[config.mk]
export PLATFORM = sky130hd
export DESIGN_NAME = spi_master_flat
export DESIGN_NICKNAME = d
export VERILOG_FILES = /design/src/rtl/spi_master_if.sv /design/src/rtl/spi_master.sv /design/src/flat_wrapper.sv
export SDC_FILE = /design/constraint.sdc
export NUM_CORES = 1
export LEC_CHECK = 0
export CORE_UTILIZATION = 45
export CTS_CLUSTER_SIZE = 25
export DETAILED_ROUTE_END_ITERATION = 12
export GPL_TIMING_DRIVEN = 1
export PLACE_DENSITY = 0.68
export SYNTH_ARGS = -nofsm -noshare
export SYNTH_HDL_FRONTEND = slang
export SYNTH_SLANG_ARGS = --single-unit
[constraint.sdc]
create_clock -name clk -period 4.85 [get_ports clk]
set_input_delay 0.97 -clock clk [delete_from_list [all_inputs] [get_ports clk]]
set_output_delay 0.97 -clock clk [all_outputs]
set_load 0.05 [all_outputs]
[src/rtl/spi_master_if.sv]
// Host-side handshake and SPI pins of the spi_master, grouped as one bundle.
// The master modport is the DUT's view; slave is the host/bench view.
interface spi_master_if #(
    parameter int unsigned FRAME_W = 10,
    parameter int unsigned RD_W    = 8
);
    logic               start;
    logic [FRAME_W-1:0] tx_frame;
    logic               busy;
    logic               done;
    logic [RD_W-1:0]    rx_data;
    logic               rx_valid;
    logic               MOSI;
    logic               MISO;
    logic               SS_n;

    modport master (
        input  start, tx_frame, MISO,
        output busy, done, rx_data, rx_valid, MOSI, SS_n
    );

    modport slave (
        output start, tx_frame, MISO,
        input  busy, done, rx_data, rx_valid, MOSI, SS_n
    );
endinterface

[src/rtl/spi_master.sv]
// SPI master for the 10-bit command/data protocol: serializes a frame MSB-first
// under SS_n and, for read-data commands, captures an RD_W-bit reply from MISO.
module spi_master #(
    parameter int unsigned FRAME_W  = 10,
    parameter int unsigned RD_W     = 8,
    parameter int unsigned RD_TURN  = 2,
    parameter int unsigned IDLE_GAP = 1
) (
    input logic          clk,
    input logic          rst_n,
    spi_master_if.master bus
);
    localparam int unsigned MaxA   = (FRAME_W > RD_W) ? FRAME_W : RD_W;
    localparam int unsigned MaxB   = (RD_TURN > IDLE_GAP) ? RD_TURN : IDLE_GAP;
    localparam int unsigned MaxLen = (MaxA > MaxB) ? MaxA : MaxB;
    localparam int unsigned CntW   = $clog2(MaxLen + 1);

    localparam logic [CntW-1:0] OutLast  = CntW'(FRAME_W - 1);
    localparam logic [CntW-1:0] TurnLast = CntW'(RD_TURN - 1);
    localparam logic [CntW-1:0] InLast   = CntW'(RD_W - 1);
    localparam logic [CntW-1:0] GapLast  = CntW'(IDLE_GAP - 1);

    typedef enum logic [2:0] {
        StIdle, StSelect, StCmd, StShiftOut, StTurn, StShiftIn, StGap
    } state_e;

    state_e             state_q, state_d;
    logic [CntW-1:0]    cnt_q, cnt_d;
    logic [FRAME_W-1:0] sh_q, sh_d;
    logic               rd_q, rd_d;
    logic [RD_W-2:0]    rx_sh_q, rx_sh_d;
    logic [RD_W-1:0]    rx_data_q, rx_data_d;

    always_ff @(posedge clk or negedge rst_n) begin
        if (!rst_n) begin
            state_q   <= StIdle;
            cnt_q     <= '0;
            sh_q      <= '0;
            rd_q      <= 1'b0;
            rx_sh_q   <= '0;
            rx_data_q <= '0;
        end else begin
            state_q   <= state_d;
            cnt_q     <= cnt_d;
            sh_q      <= sh_d;
            rd_q      <= rd_d;
            rx_sh_q   <= rx_sh_d;
            rx_data_q <= rx_data_d;
        end
    end

    always_comb begin
        state_d   = state_q;
        cnt_d     = cnt_q;
        sh_d      = sh_q;
        rd_d      = rd_q;
        rx_sh_d   = rx_sh_q;
        rx_data_d = rx_data_q;
        unique case (state_q)
            StIdle: begin
                cnt_d = '0;
                if (bus.start) begin
                    sh_d    = bus.tx_frame;
                    rd_d    = (bus.tx_frame[FRAME_W-1 -: 2] == 2'b11);
                    state_d = StSelect;
                end
            end
            StSelect: state_d = StCmd;
            StCmd: begin
                cnt_d   = '0;
                state_d = StShiftOut;
            end
            StShiftOut: begin
                // MSB stays on MOSI through SELECT/CMD; shifting starts here
                sh_d = {sh_q[FRAME_W-2:0], 1'b0};
                if (cnt_q == OutLast) begin
                    cnt_d   = '0;
                    state_d = rd_q ? StTurn : StGap;
                end else begin
                    cnt_d = cnt_q + 1'b1;
                end
            end
            StTurn: begin
                if (cnt_q == TurnLast) begin
                    cnt_d   = '0;
                    state_d = StShiftIn;
                end else begin
                    cnt_d = cnt_q + 1'b1;
                end
            end
            StShiftIn: begin
                rx_sh_d = {rx_sh_q[RD_W-3:0], bus.MISO};
                if (cnt_q == InLast) begin
                    rx_data_d = {rx_sh_q, bus.MISO};
                    cnt_d     = '0;
                    state_d   = StGap;
                end else begin
                    cnt_d = cnt_q + 1'b1;
                end
            end
            StGap: begin
                if (cnt_q == GapLast) begin
                    cnt_d   = '0;
                    state_d = StIdle;
                end else begin
                    cnt_d = cnt_q + 1'b1;
                end
            end
            default: state_d = StIdle;
        endcase
    end

    // Outputs decode from state so an async reset forces SS_n high at once
    logic done_w;
    assign done_w       = (state_q == StGap) && (cnt_q == '0);
    assign bus.done     = done_w;
    assign bus.rx_valid = done_w && rd_q;
    assign bus.busy     = (state_q != StIdle);
    assign bus.SS_n     = (state_q == StIdle) || (state_q == StGap);
    assign bus.MOSI     = ((state_q == StSelect) || (state_q == StCmd) ||
                           (state_q == StShiftOut)) ? sh_q[FRAME_W-1] : 1'b0;
    assign bus.rx_data  = rx_data_q;
endmodule
[src/flat_wrapper.sv]
// flat-port wrapper written by rule: the top's interface ports become plain ports
module spi_master_flat 
#(
    parameter int unsigned FRAME_W  = 10,
    parameter int unsigned RD_W     = 8,
    parameter int unsigned RD_TURN  = 2,
    parameter int unsigned IDLE_GAP = 1
)
  (clk, rst_n, bus_start, bus_tx_frame, bus_MISO, bus_busy, bus_done, bus_rx_data, bus_rx_valid, bus_MOSI, bus_SS_n);
  spi_master_if #(.FRAME_W(FRAME_W), .RD_W(RD_W)) bus_i ();
  input logic clk;
  input logic rst_n;
  input wire logic [$bits(bus_i.start)-1:0] bus_start;
  input wire logic [$bits(bus_i.tx_frame)-1:0] bus_tx_frame;
  input wire logic [$bits(bus_i.MISO)-1:0] bus_MISO;
  output wire logic [$bits(bus_i.busy)-1:0] bus_busy;
  output wire logic [$bits(bus_i.done)-1:0] bus_done;
  output wire logic [$bits(bus_i.rx_data)-1:0] bus_rx_data;
  output wire logic [$bits(bus_i.rx_valid)-1:0] bus_rx_valid;
  output wire logic [$bits(bus_i.MOSI)-1:0] bus_MOSI;
  output wire logic [$bits(bus_i.SS_n)-1:0] bus_SS_n;
  assign bus_i.start = bus_start;
  assign bus_i.tx_frame = bus_tx_frame;
  assign bus_i.MISO = bus_MISO;
  assign bus_busy = bus_i.busy;
  assign bus_done = bus_i.done;
  assign bus_rx_data = bus_i.rx_data;
  assign bus_rx_valid = bus_i.rx_valid;
  assign bus_MOSI = bus_i.MOSI;
  assign bus_SS_n = bus_i.SS_n;
  spi_master #(.FRAME_W(FRAME_W), .RD_W(RD_W), .RD_TURN(RD_TURN), .IDLE_GAP(IDLE_GAP)) u_core (.clk(clk), .rst_n(rst_n), .bus(bus_i));
endmodule
# ---- After elaboration in Yosys (flattened, before gate mapping)
# Index checks and enable logic that the tools add are counted.
dict set report classes {
  n_shift 0
  eq_ne 15
  bitwise 0
  muxes 15
  n_addsub 1
  n_reduce_logical 15
  multipliers 0
  order_cmp 0
  n_div 0
}
# cell n
set ops {}
lappend ops {{$pmux W3 S7} 1}
lappend ops {{$pmux W10 S2} 1}
lappend ops {{$pmux W4 S5} 1}
lappend ops {{$mux W4} 4}
lappend ops {{$mux W3} 5}
lappend ops {{$mux W10} 1}
lappend ops {{$eq A3 B3 Y1 const B} 3}
lappend ops {{$ne A2 B1 Y1 const B} 4}
lappend ops {{$eq A3 B2 Y1 const B} 2}
lappend ops {{$reduce_and A2 Y1} 3}
lappend ops {{$reduce_and A5 Y1} 1}
lappend ops {{$reduce_bool A5 Y1} 1}
lappend ops {{$add A4 B1 Y4 const B} 1}
lappend ops {{$eq A4 B1 Y1 const B} 1}
lappend ops {{$eq A4 B3 Y1 const B} 1}
lappend ops {{$eq A4 B4 Y1 const B} 1}
lappend ops {{$logic_not A4 Y1} 1}
lappend ops {{$eq A3 B1 Y1 const B} 1}
lappend ops {{$logic_not A3 Y1} 1}
lappend ops {{$logic_or A1 B1 Y1} 3}
lappend ops {{$reduce_bool A3 Y1} 1}
lappend ops {{$eq A2 B2 Y1 const B} 1}
lappend ops {{$logic_and A1 B1 Y1} 2}
lappend ops {{$mux W2} 1}
lappend ops {{other kinds (4)} 4}
dict set report totals {
  mem_bits_rw 0
  word_cells 52
  regBits 33
  memories 0
  latch_bits 0
  output_inout_bits 13
  mem_bits_ro 0
  input_bits 14
}

# ---- Logic depth before layout (Yosys ltp)
# Gate-level depths: netlist (run 1).
dict set report logic_depth {
  word_depth 4
  ltp_mapped 6
  ltp_nobuf 6
}

# ---- Worst setup path before layout (run 1)
# Ideal clock, no wire load.
dict set report synth_timing {
  path_type {register -> output}
  start {register u_core.cnt_q[0]}
  end {output bus_rx_valid}
  setup_slack_ps 1229
  t_required_ps 3880
  arrival_time_ps 2651
  path_buffers 0
  path_stages_with_launch 6
  cell_sequence {dfrtp_1 > inv_1 > ha_1 > nor3b_1 > nor3b_1 > and2_1}
}
dict set report synth_via {
  elab_chain_cells 3
}
# item line_no
set synth_rtl {}
lappend synth_rtl {{start, declared} spi_master.sv:28} ;# logic [CntW-1:0] cnt_q, cnt_d;
lappend synth_rtl {{start signal, assigned} spi_master.sv:44} ;# cnt_q <= cnt_d;
lappend synth_rtl {{$logic_not A4 Y1} spi_master.sv:115} ;# assign done_w = (state_q == StGap) && (cnt_q == '0);
lappend synth_rtl {{$logic_and A1 B1 Y1} spi_master.sv:115}
lappend synth_rtl {{named net bus_done} flat_wrapper.sv:17} ;# output wire logic [$bits(bus_i.done)-1:0] bus_done;
lappend synth_rtl {{$logic_and A1 B1 Y1} spi_master.sv:117} ;# assign bus.rx_valid = done_w && rd_q;
lappend synth_rtl {{end, declared} flat_wrapper.sv:19} ;# output wire logic [$bits(bus_i.rx_valid)-1:0] bus_rx_valid;
# The timed path passes the listed nets, and every way through them passes these cells.

# ---- Worst setup path in the final report (run 1)
dict set report layout_timing {
  start {register u_core.state_q[2]}
  end {output bus_rx_valid}
}
dict set report layout_via {
  elab_chain_cells 3
}
# item line_no
set layout_rtl {}
lappend layout_rtl {{start, declared} spi_master.sv:27} ;# state_e state_q, state_d;
lappend layout_rtl {{start signal, assigned} spi_master.sv:36} ;# state_q <= StIdle;
lappend layout_rtl {{start signal, assigned} spi_master.sv:43} ;# state_q <= state_d;
lappend layout_rtl {{$eq A3 B3 Y1} spi_master.sv:115}
lappend layout_rtl {{$logic_and A1 B1 Y1} spi_master.sv:115}
lappend layout_rtl {{$logic_and A1 B1 Y1} spi_master.sv:117}
# Every way passes these cells.

==> results.sh, run 1 <==
export IMPL_cts_buffers=5
export IMPL_worstMarginPinSlew_ns=0.685
export IMPL_place_ws_ns=1.71
export IMPL_fin_skew_ns=0.00319
export IMPL_fin_util_pct=57.7
export IMPL_yosysUniqueCellTypes=41
export IMPL_synth_seq_area_share_pct=46.6
export IMPL_hold_end="u_core.bus.rx_data[7]"
export IMPL_crit_required_ns=3.88
export IMPL_clock_sinks=33
export IMPL_fillers=319
export IMPL_ys_ff_latch=33
export IMPL_reg2reg_setup_slack_ns=2.79
export IMPL_gp_congestion=0.846
export IMPL_antenna_found_initial=0
export IMPL_timing_rr_end="u_core.cnt_q[0]"
export IMPL_htree_levels=2
export IMPL_share_comb_of_total_power_pct=35.8
export IMPL_first_global_vias=1230
export IMPL_cts_setup_buffers=0
export IMPL_crit_type="reg2out"
export IMPL_synth_edf_count=0
export IMPL_portBuffers=26
export IMPL_yosys_area_share_simple_pct=18.1
export IMPL_die_w_um=64.8
export IMPL_fin_nets=198
export IMPL_p_clk_share_pct=24.9
export IMPL_cts_tree="built"
export IMPL_post_drt_via_cell_ratio=5.43
export IMPL_rr_worst_depth=4
export IMPL_synth_ff_type="dfrtp_1"
export IMPL_total_power_uw=1060
export IMPL_outcome="complete, no violations"
export IMPL_critical_path_slowest_cell="clkdlybuf4s50_1"
export IMPL_num_io_pins=27
export IMPL_grt_max_degree=34
export IMPL_syn_area_per_cell_um2=11.3
export IMPL_critPathBufInv=1
export IMPL_start_kind="flop"
export IMPL_detail_route_antenna_nets=0
export IMPL_netlist_area_um2=1770
export IMPL_crit_chain="nand2_1 -> nor3b_1 -> and2_1 -> clkdlybuf4s50_1"
export IMPL_slowest_delay_ns=0.80
export IMPL_via_count=1250
export IMPL_synth_xor_area_share_pct=0.494
export IMPL_start_util_pct=47.7
export IMPL_report_final_slew_viol_count=0
export IMPL_wire_per_inst_um=13.8
export IMPL_area_delta_synth_final_pct=20.9
export IMPL_clock_fmax_mhz=284
export IMPL_crit_cells=4
export IMPL_p_sw_share_pct=36.0
export IMPL_multi_input_area_um2=858
export IMPL_setup_tns_ns=0
export IMPL_dr_pass1_iters=4
export IMPL_die_height_um=64.8
export IMPL_synth_fp_nets=174
export IMPL_cellLeakagePower_uw=0.000973
export IMPL_wirelength_mm=3.19
export IMPL_root_buffer="clkbuf_8"
export IMPL_hp_start="u_core.rx_sh_q[6]"
export IMPL_cts_hold_buf=0
export IMPL_period_needed_ns=3.52
export IMPL_r2r_start="u_core.state_q[2]"
export IMPL_cts_path_max_buffers=2
export IMPL_ir_drop_mv=0.317
export IMPL_n_antenna_cell=0
export IMPL_min_path_type="reg2reg"
export IMPL_hold_viol=0
export IMPL_drive_gt1_share_pct=16.5
export IMPL_syn_inst=157
export IMPL_synth_top_family_by_area="simple AND/OR/NAND/NOR gates"
export IMPL_switchingPower_uw=383
export IMPL_grt_usage_pct=17.1
export IMPL_core_um2=3720
export IMPL_path_clk_slew_ns=0.07
export IMPL_crit_arrival_ns=2.55
export IMPL_p_int_uw=681
export IMPL_drc=0
export IMPL_critPathTopFamily="buffers and inverters"
export IMPL_crit_path_end_kind="output pin"
export IMPL_synth_compound_area_share_pct=11.4
export IMPL_async_reset_ff_share_pct=100
export IMPL_rsz0062_at_grt="false"
export IMPL_clk_latency_ns=0.28
export IMPL_grt_pass1_wl_mm=5.49
export IMPL_grt_ovfl_total=0
export IMPL_place_hpwl_mm=2.12
export IMPL_rows=22
export IMPL_p_seq_share_pct=39.3
export IMPL_synth_area_mux_share_pct=16.3
export IMPL_ctsResizeCount=0
export IMPL_synth_adder_area_share_pct=2.12
export IMPL_dieArea_um2=4200
export IMPL_drtIter0Drc=83
export IMPL_min_path_cells=1
export IMPL_slew_headroom_pct=54.3
export IMPL_setup_slack_ns=1.33
export IMPL_setup_viol_count_final=0
export IMPL_powerDensity_nw_per_um2=496
export IMPL_yosysWarningCount=0
export IMPL_period_share_pct=72.6
export IMPL_worstPathMaxFanout=20
export IMPL_ff_latch_area_um2=826
export IMPL_cap_viol_max_count=0
-- cells in the final DEF, fill, tap and decap left out, drive strengths merged, types with 5 or more instances in the layout --
cell / synthesis / routed
a21oi: 15 / 15
clkbuf: 3 / 7
clkdlybuf4s50: 0 / 26
dfrtp: 33 / 33
mux2: 15 / 15
mux2i: 9 / 9
nand2: 6 / 6
nor2: 13 / 13
nor3: 5 / 5
o21ai: 8 / 8
-- logic make-up after synthesis --
kind of cell    count (synthesis)
simple gates                   50
mux                            24
buf+inv                        14
fa+ha+maj                       3
xor+xnor                        1
compound gates                 32
flops                          33
-- how the worst max path moves through the flow --
stage                 startpoint            to
2_1_floorplan    u_core.cnt_q[0]  bus_rx_valid
3_3_place_gp   u_core.state_q[2]  bus_rx_valid
3_5_place_dp   u_core.state_q[2]  bus_rx_valid
4_1_cts        u_core.state_q[2]  bus_rx_valid
5_1_grt        u_core.state_q[2]  bus_rx_valid
6_report       u_core.state_q[2]  bus_rx_valid
-- stage by stage --
stage                     std cells  cell area [µm²]  hold WS [ns]
after CTS                       230             2140         0.507
final                           230             2140         0.506
after floorplan                 157             1770         0.454
after global routing            230             2140         0.520
after global placement          222             2030         0.484
after detailed placement        222             2030         0.489
-- cell type report --
type / count / share of cell area, %
multi-input cells: 110 / 40.0
flip-flops and latches: 33 / 38.5
repair buffers: 27 / 12.5
clock buffers: 7 / 4.03
well taps: 48 / 2.80
clock inverters: 1 / 1.40
inverters: 4 / 0.701
-- power groups by stage --
stage / Combinational (µW) / Sequential (µW) / Clock (µW)
6_report: 380 / 418 / 265
5_1_grt: 427 / 430 / 281
4_1_cts: 385 / 418 / 274
3_5_place_dp: 380 / 423 / 0
3_3_place_gp: 368 / 418 / 0
2_1_floorplan: 354 / 373 / 0
-- layer usage --
metal,global-route usage [%],vias up,part of all wire (%)
met5,0,-,0
met4,5.83,0,0.50
met3,3.70,2,4.7
met2,27.3,40,47
met1,23.0,602,47
li1,-,606,-
-- synth_stat cells, types with 2 or more instances --
library cell	number	area (µm²)
a21oi_1	13	65.1
a31oi_1	2	12.5
and2_1	2	12.5
and3b_1	3	26.3
buf_2	2	10.0
buf_6	4	45.0
clkbuf_1	3	11.3
dfrtp_1	33	826
ha_1	3	37.5
inv_1	4	15.0
mux2_2	7	78.8
mux2_4	8	120
mux2i_1	9	90.1
nand2_1	6	22.5
nand3_1	4	20.0
nand3b_1	3	22.5
nor2_1	13	48.8
nor2b_1	3	18.8
nor3_1	3	15.0
nor3_4	2	32.5
nor3b_1	4	30.0
o21ai_0	6	30.0
o21ai_1	2	10.0
-- state kept, by name, indices dropped and copies added (netlist names) --
| signal | count |
|---|---|
| u_core.sh_q | 10 |
| u_core.cnt_q | 4 |
| u_core.rx_sh_q | 7 |
| u_core.rd_q | 1 |
| u_core.state_q | 3 |
| u_core.bus.rx_data | 8 |
Power figures use the tool's default switching activity.
==> run 2: changes to the inputs <==
Settings changed: PLACE_DENSITY 0.68 to 0.71.
Clock period 4.85 ns to 3.1 ns, I/O delays scaled along.
==> run 2 against run 1 <==
Clock skew grew 0.0018 ns. Register-to-register slack got worse by 1.6 ns. Die area did not move. Clock power is 18% higher. Final cell count rose by 1.3%. Hold slack worse by 0.0033 ns. Flip-flop and latch count unchanged. First-iteration DRC count decreased by 54%. Non-clock buffer count up 3. Largest power group unchanged.
==> results.sh, run 2 (synthesis results as in run 1) <==
export IMPL_post_drt_via_cell_ratio=5.37
export IMPL_drive_gt1_share_pct=18.9
export IMPL_via_count=1252
export IMPL_period_needed_ns=2.91
export IMPL_n_antenna_cell=0
export IMPL_rr_worst_depth=6
export IMPL_hold_viol=0
export IMPL_slew_headroom_pct=62.9
export IMPL_wl_met1_mm=1.44
export IMPL_ir_drop_mv=0.460
export IMPL_drtIter0Drc=38
export IMPL_outcome="complete, no violations"
export IMPL_worstMarginPinSlew_ns=0.554
export IMPL_worstPathMaxFanout=4
export IMPL_htree_levels=2
export IMPL_cellLeakagePower_uw=0.000993
export IMPL_grt_pass1_wl_mm=5.42
export IMPL_path_clk_slew_ns=0.07
export IMPL_setup_viol_count_final=0
export IMPL_portBuffers=26
export IMPL_setup_slack_ns=0.194
export IMPL_crit_type="reg2out"
export IMPL_drc=0
export IMPL_timing_rr_end="u_core.cnt_q[3]"
export IMPL_wire_per_inst_um=13.6
export IMPL_clock_sinks=33
export IMPL_clk_latency_ns=0.28
export IMPL_holdWs_ns=0.503
export IMPL_most_common_layout_cells="dfrtp_1 (33), clkdlybuf4s50_1 (25), nor2_1 (13), a21oi_1 (13), mux2i_1 (9)"
export IMPL_min_path_type="reg2reg"
export IMPL_wirelength_mm=3.17
export IMPL_die_w_um=64.8
export IMPL_start_util_pct=47.7
export IMPL_crit_path_end_kind="output pin"
export IMPL_ff_latch_area_um2=826
export IMPL_fillers=327
export IMPL_antenna_found_initial=0
export IMPL_fin_skew_ns=0.00502
export IMPL_num_io_pins=27
export IMPL_gp_congestion=0.776
export IMPL_powerDensity_nw_per_um2=734
export IMPL_report_final_slew_viol_count=0
export IMPL_place_ws_ns=0.384
export IMPL_root_buffer="clkbuf_8"
export IMPL_r2r_start="u_core.cnt_q[1]"
export IMPL_cap_viol_max_count=0
export IMPL_regMostFlops="u_core.sh_q"
export IMPL_grt_ovfl_total=0
export IMPL_place_hpwl_mm=2.26
export IMPL_grt_max_degree=34
export IMPL_place_inst=225
export IMPL_die_height_um=64.8
export IMPL_crit_required_ns=2.48
export IMPL_final_common_cell="dfrtp_1"
export IMPL_period_share_pct=93.7
export IMPL_met3_length_um=106
export IMPL_dieArea_um2=4200
export IMPL_start_kind="flop"
export IMPL_topRoutingLayerUsed="met4"
export IMPL_final_cells=233
export IMPL_first_global_vias=1219
export IMPL_hold_end="u_core.state_q[1]"
export IMPL_detail_route_antenna_nets=0
export IMPL_crit_arrival_ns=2.29
export IMPL_min_path_cells=1
export IMPL_fin_nets=201
export IMPL_cts_tree="built"
export IMPL_total_power_uw=1570
export IMPL_multi_input_area_um2=863
export IMPL_cts_path_max_buffers=2
export IMPL_setup_tns_ns=0
export IMPL_hp_start="u_core.rd_q"
export IMPL_area_delta_synth_final_pct=20.9
export IMPL_cts_setup_buffers=0
export IMPL_rsz0062_at_grt="false"
export IMPL_cts_buffers=5
export IMPL_dr_pass1_iters=4
export IMPL_met2_length_mm=1.56
export IMPL_clock_fmax_mhz=344
export IMPL_rows=22
export IMPL_largest_reg_flops=10
export IMPL_grt_usage_pct=16.9
export IMPL_reg2reg_setup_slack_ns=1.24
export IMPL_core_um2=3720
## run 2: final cells by class
type                       instances  share of cell area [%]
multi-input combinational        110                    40.3
sequential                        33                    38.5
timing repair buffer              30                    13.7
clock buffer                       5                    3.21
tap                               48                    2.80
clock inverter                     3                   0.817
inverter                           4                   0.701
## run 2: report_power, final
group | switching, µW | internal [µW]
combinational | 344 | 280
sequential | 104 | 534
clock | 158 | 155
total | 605 | 968
## run 2: worst max path at each step
stage,from,end,slack (ns),depth (start not counted)
2_1_floorplan,u_core.cnt_q[0],bus_rx_valid,0.37,5
3_3_place_gp,u_core.cnt_q[0],bus_rx_valid,0.44,6
3_5_place_dp,u_core.cnt_q[0],bus_rx_valid,0.38,6
4_1_cts,u_core.cnt_q[0],bus_rx_valid,0.06,6
5_1_grt,u_core.cnt_q[0],bus_done,0.004,5
6_report,u_core.cnt_q[0],bus_done,0.19,5
## run 2: worst max-delay path: stages (launching register included)
cell             delay [ns]
dfrtp_1                0.42
inv_1                  0.12
ha_1                   0.15
nor3b_1                0.27
nor3b_2                0.23
clkdlybuf4s50_1        0.82
## run 2: routing by layer
layer | global-route usage (%) | vias to the layer above
li1 | - | 614
met1 | 20.8 | 605
met2 | 27.7 | 26
met3 | 4.23 | 7
met4 | 7.50 | 0
met5 | 0 | -
## run 2: repair_timing
action                     4_1_cts  5_1_grt
hold buffers                     0        0
gates resized for setup          0        1
setup endpoints to repair        0        1
## run 2: metrics by stage
step	util, %	cell area [µm²]
6_report	57.7	2140
5_1_grt	57.7	2140
4_1_cts	57.6	2140
3_5_place_dp	55.3	2050
3_3_place_gp	55.3	2050
2_1_floorplan	-	1780
==> run 3: changes to the inputs <==
Settings changed: CORE_MARGIN from default to 4, CTS_CLUSTER_SIZE 25 to default.
==> run 3 against run 2 <==
First-iteration DRC count increased by 7.9%. Count of clock-buffer cells in the layout increased by 1. Sequential share of layout area hardly changed. Power decreased by 0.73%. Clock skew is 0.00051 ns higher. Critical path depth down 2. Register-to-register slack worse by 0.15 ns. Sequential power shrank 1%. Clock power fell by 2%. Global-route usage is 1.2 points lower. Wire length grew 9.3%. Critical endpoint is now bus_SS_n. Largest cell class unchanged. Highest routed layer unchanged.
==> results.sh, run 3 (synthesis results as in run 1) <==
export IMPL_clock_fmax_mhz=344
export IMPL_grt_pass1_wl_mm=6.25
export IMPL_critPathTopFamily="buffers and inverters"
export IMPL_grt_max_degree=34
export IMPL_core_um2=3740
export IMPL_crit_cells=3
export IMPL_first_global_vias=1368
export IMPL_cp_endpoint="bus_SS_n"
export IMPL_cts_hold_buf=0
export IMPL_period_share_pct=93.7
export IMPL_final_common_cell="dfrtp_1"
export IMPL_dr_pass1_iters=4
export IMPL_p_seq_share_pct=40.3
export IMPL_start_kind="flop"
export IMPL_reg2reg_setup_slack_ns=1.09
export IMPL_post_drt_via_cell_ratio=5.52
export IMPL_place_hpwl_mm=2.46
export IMPL_worstMarginPinSlew_ns=0.591
export IMPL_timing_rr_end="u_core.cnt_q[0]"
export IMPL_report_final_slew_viol_count=0
export IMPL_grt_usage_pct=15.7
export IMPL_cp_startpoint="u_core.state_q[1]"
export IMPL_regMostFlops="u_core.sh_q"
export IMPL_portBuffers=26
export IMPL_cts_buffers=5
export IMPL_detail_route_antenna_nets=0
export IMPL_clock_sinks=33
export IMPL_ir_drop_mv=0.457
export IMPL_dieArea_um2=5010
export IMPL_slowest_delay_ns=0.80
export IMPL_grt_ovfl_total=0
export IMPL_r2r_start="u_core.state_q[0]"
export IMPL_critical_path_slowest_cell="clkdlybuf4s50_1"
export IMPL_switchingPower_uw=598
export IMPL_period_needed_ns=2.91
export IMPL_critPathBufInv=1
export IMPL_p_sw_share_pct=38.3
export IMPL_clk_latency_ns=0.28
export IMPL_wire_per_inst_um=14.8
export IMPL_fin_nets=202
export IMPL_crit_type="reg2out"
export IMPL_antenna_found_initial=0
export IMPL_fillers=335
export IMPL_drive_gt1_share_pct=18.8
export IMPL_holdWs_ns=0.502
export IMPL_via_count=1292
export IMPL_root_buffer="clkbuf_8"
export IMPL_most_common_layout_cells="dfrtp_1 (33), clkdlybuf4s50_1 (24), nor2_1 (13), a21oi_1 (13), mux2i_1 (9)"
export IMPL_powerDensity_nw_per_um2=728
export IMPL_p_int_uw=964
export IMPL_cap_viol_max_count=0
export IMPL_wirelength_mm=3.46
export IMPL_crit_path_end_kind="output pin"
export IMPL_cts_path_max_buffers=2
export IMPL_cts_setup_buffers=0
export IMPL_hold_viol=0
export IMPL_n_antenna_cell=0
export IMPL_setup_tns_ns=0
export IMPL_htree_levels=2
export IMPL_setup_viol_count_final=0
export IMPL_worstPathMaxFanout=18
export IMPL_drc=0
export IMPL_path_clk_slew_ns=0.07
export IMPL_die_height_um=70.8
export IMPL_fin_util_pct=57.3
export IMPL_gp_congestion=0.802
export IMPL_num_io_pins=27
export IMPL_rows=22
export IMPL_drtIter0Drc=41
export IMPL_cts_tree="built"
export IMPL_crit_chain="xnor2_1 -> and2_1 -> clkdlybuf4s50_1"
export IMPL_area_delta_synth_final_pct=21.0
export IMPL_p_clk_share_pct=19.5
export IMPL_slew_headroom_pct=60.6
export IMPL_start_util_pct=47.4
export IMPL_crit_arrival_ns=2.29
export IMPL_outcome="complete, no violations"
export IMPL_min_path_type="reg2reg"
export IMPL_die_w_um=70.8
export IMPL_rr_worst_depth=5
export IMPL_share_comb_of_total_power_pct=40.2
export IMPL_crit_required_ns=2.48
export IMPL_rsz0062_at_grt="false"
export IMPL_cellLeakagePower_uw=0.00100
export IMPL_fin_skew_ns=0.00552
export IMPL_largest_reg_flops=10
-- run 3: layout make-up --
type,count,area [µm²],area share [%]
clock buffers,6,72.6,3.38
clock inverters,2,10.0,0.466
inverters,4,15.0,0.700
multi-input cells,110,863,40.2
flip-flops and latches,33,826,38.5
well taps,48,60.1,2.80
repair buffers,31,299,13.9
-- run 3: worst min-delay path by stage --
| stage | depth (start not counted) | endpoint | from | slack, ns |
|---|---|---|---|---|
| 6_report | 1 | u_core.bus.rx_data[7] | u_core.rx_sh_q[6] | 0.50 |
| 4_1_cts | 1 | u_core.bus.rx_data[7] | u_core.rx_sh_q[6] | 0.51 |
| 5_1_grt | 1 | u_core.bus.rx_data[7] | u_core.bus.rx_data[7] | 0.53 |
| 2_1_floorplan | 0 | u_core.bus.rx_data[0] | rst_n | 0.32 |
| 3_3_place_gp | 1 | u_core.bus.rx_data[7] | u_core.rx_sh_q[6] | 0.48 |
| 3_5_place_dp | 1 | u_core.bus.rx_data[7] | u_core.rx_sh_q[6] | 0.49 |
-- run 3: power groups by stage --
stage / clock network, µW / registers [µW] / logic [µW]
global route: 333 / 646 / 705
finish: 305 / 630 / 627
global placement: 0 / 627 / 595
detailed placement: 0 / 636 / 624
floorplan: 0 / 583 / 555
CTS: 310 / 629 / 633
-- run 3: routing by layer --
metal	track usage (%)	up-vias	routed length, µm
li1	-	615	-
met1	19.6	619	1420
met2	25.5	50	1760
met3	4.26	8	224
met4	6.47	0	57
met5	0	-	0
-- run 3: metrics by stage --
stage               setup WS, ns  total power, µW  std cells  instance area [µm²]
CTS                       0.0998             1570        234                 2140
global route              0.0560             1680        234                 2150
floorplan                  0.369             1140        157                 1780
detailed placement         0.331             1260        226                 2060
finish                     0.194             1560        234                 2150
global placement           0.419             1220        226                 2060
-- run 3: repair_timing --
action | CTS | global route
setup endpoints to repair | 1 | 1
resized for setup | 1 | 1
pin swaps | 0 | 0
gates cloned | 0 | 0
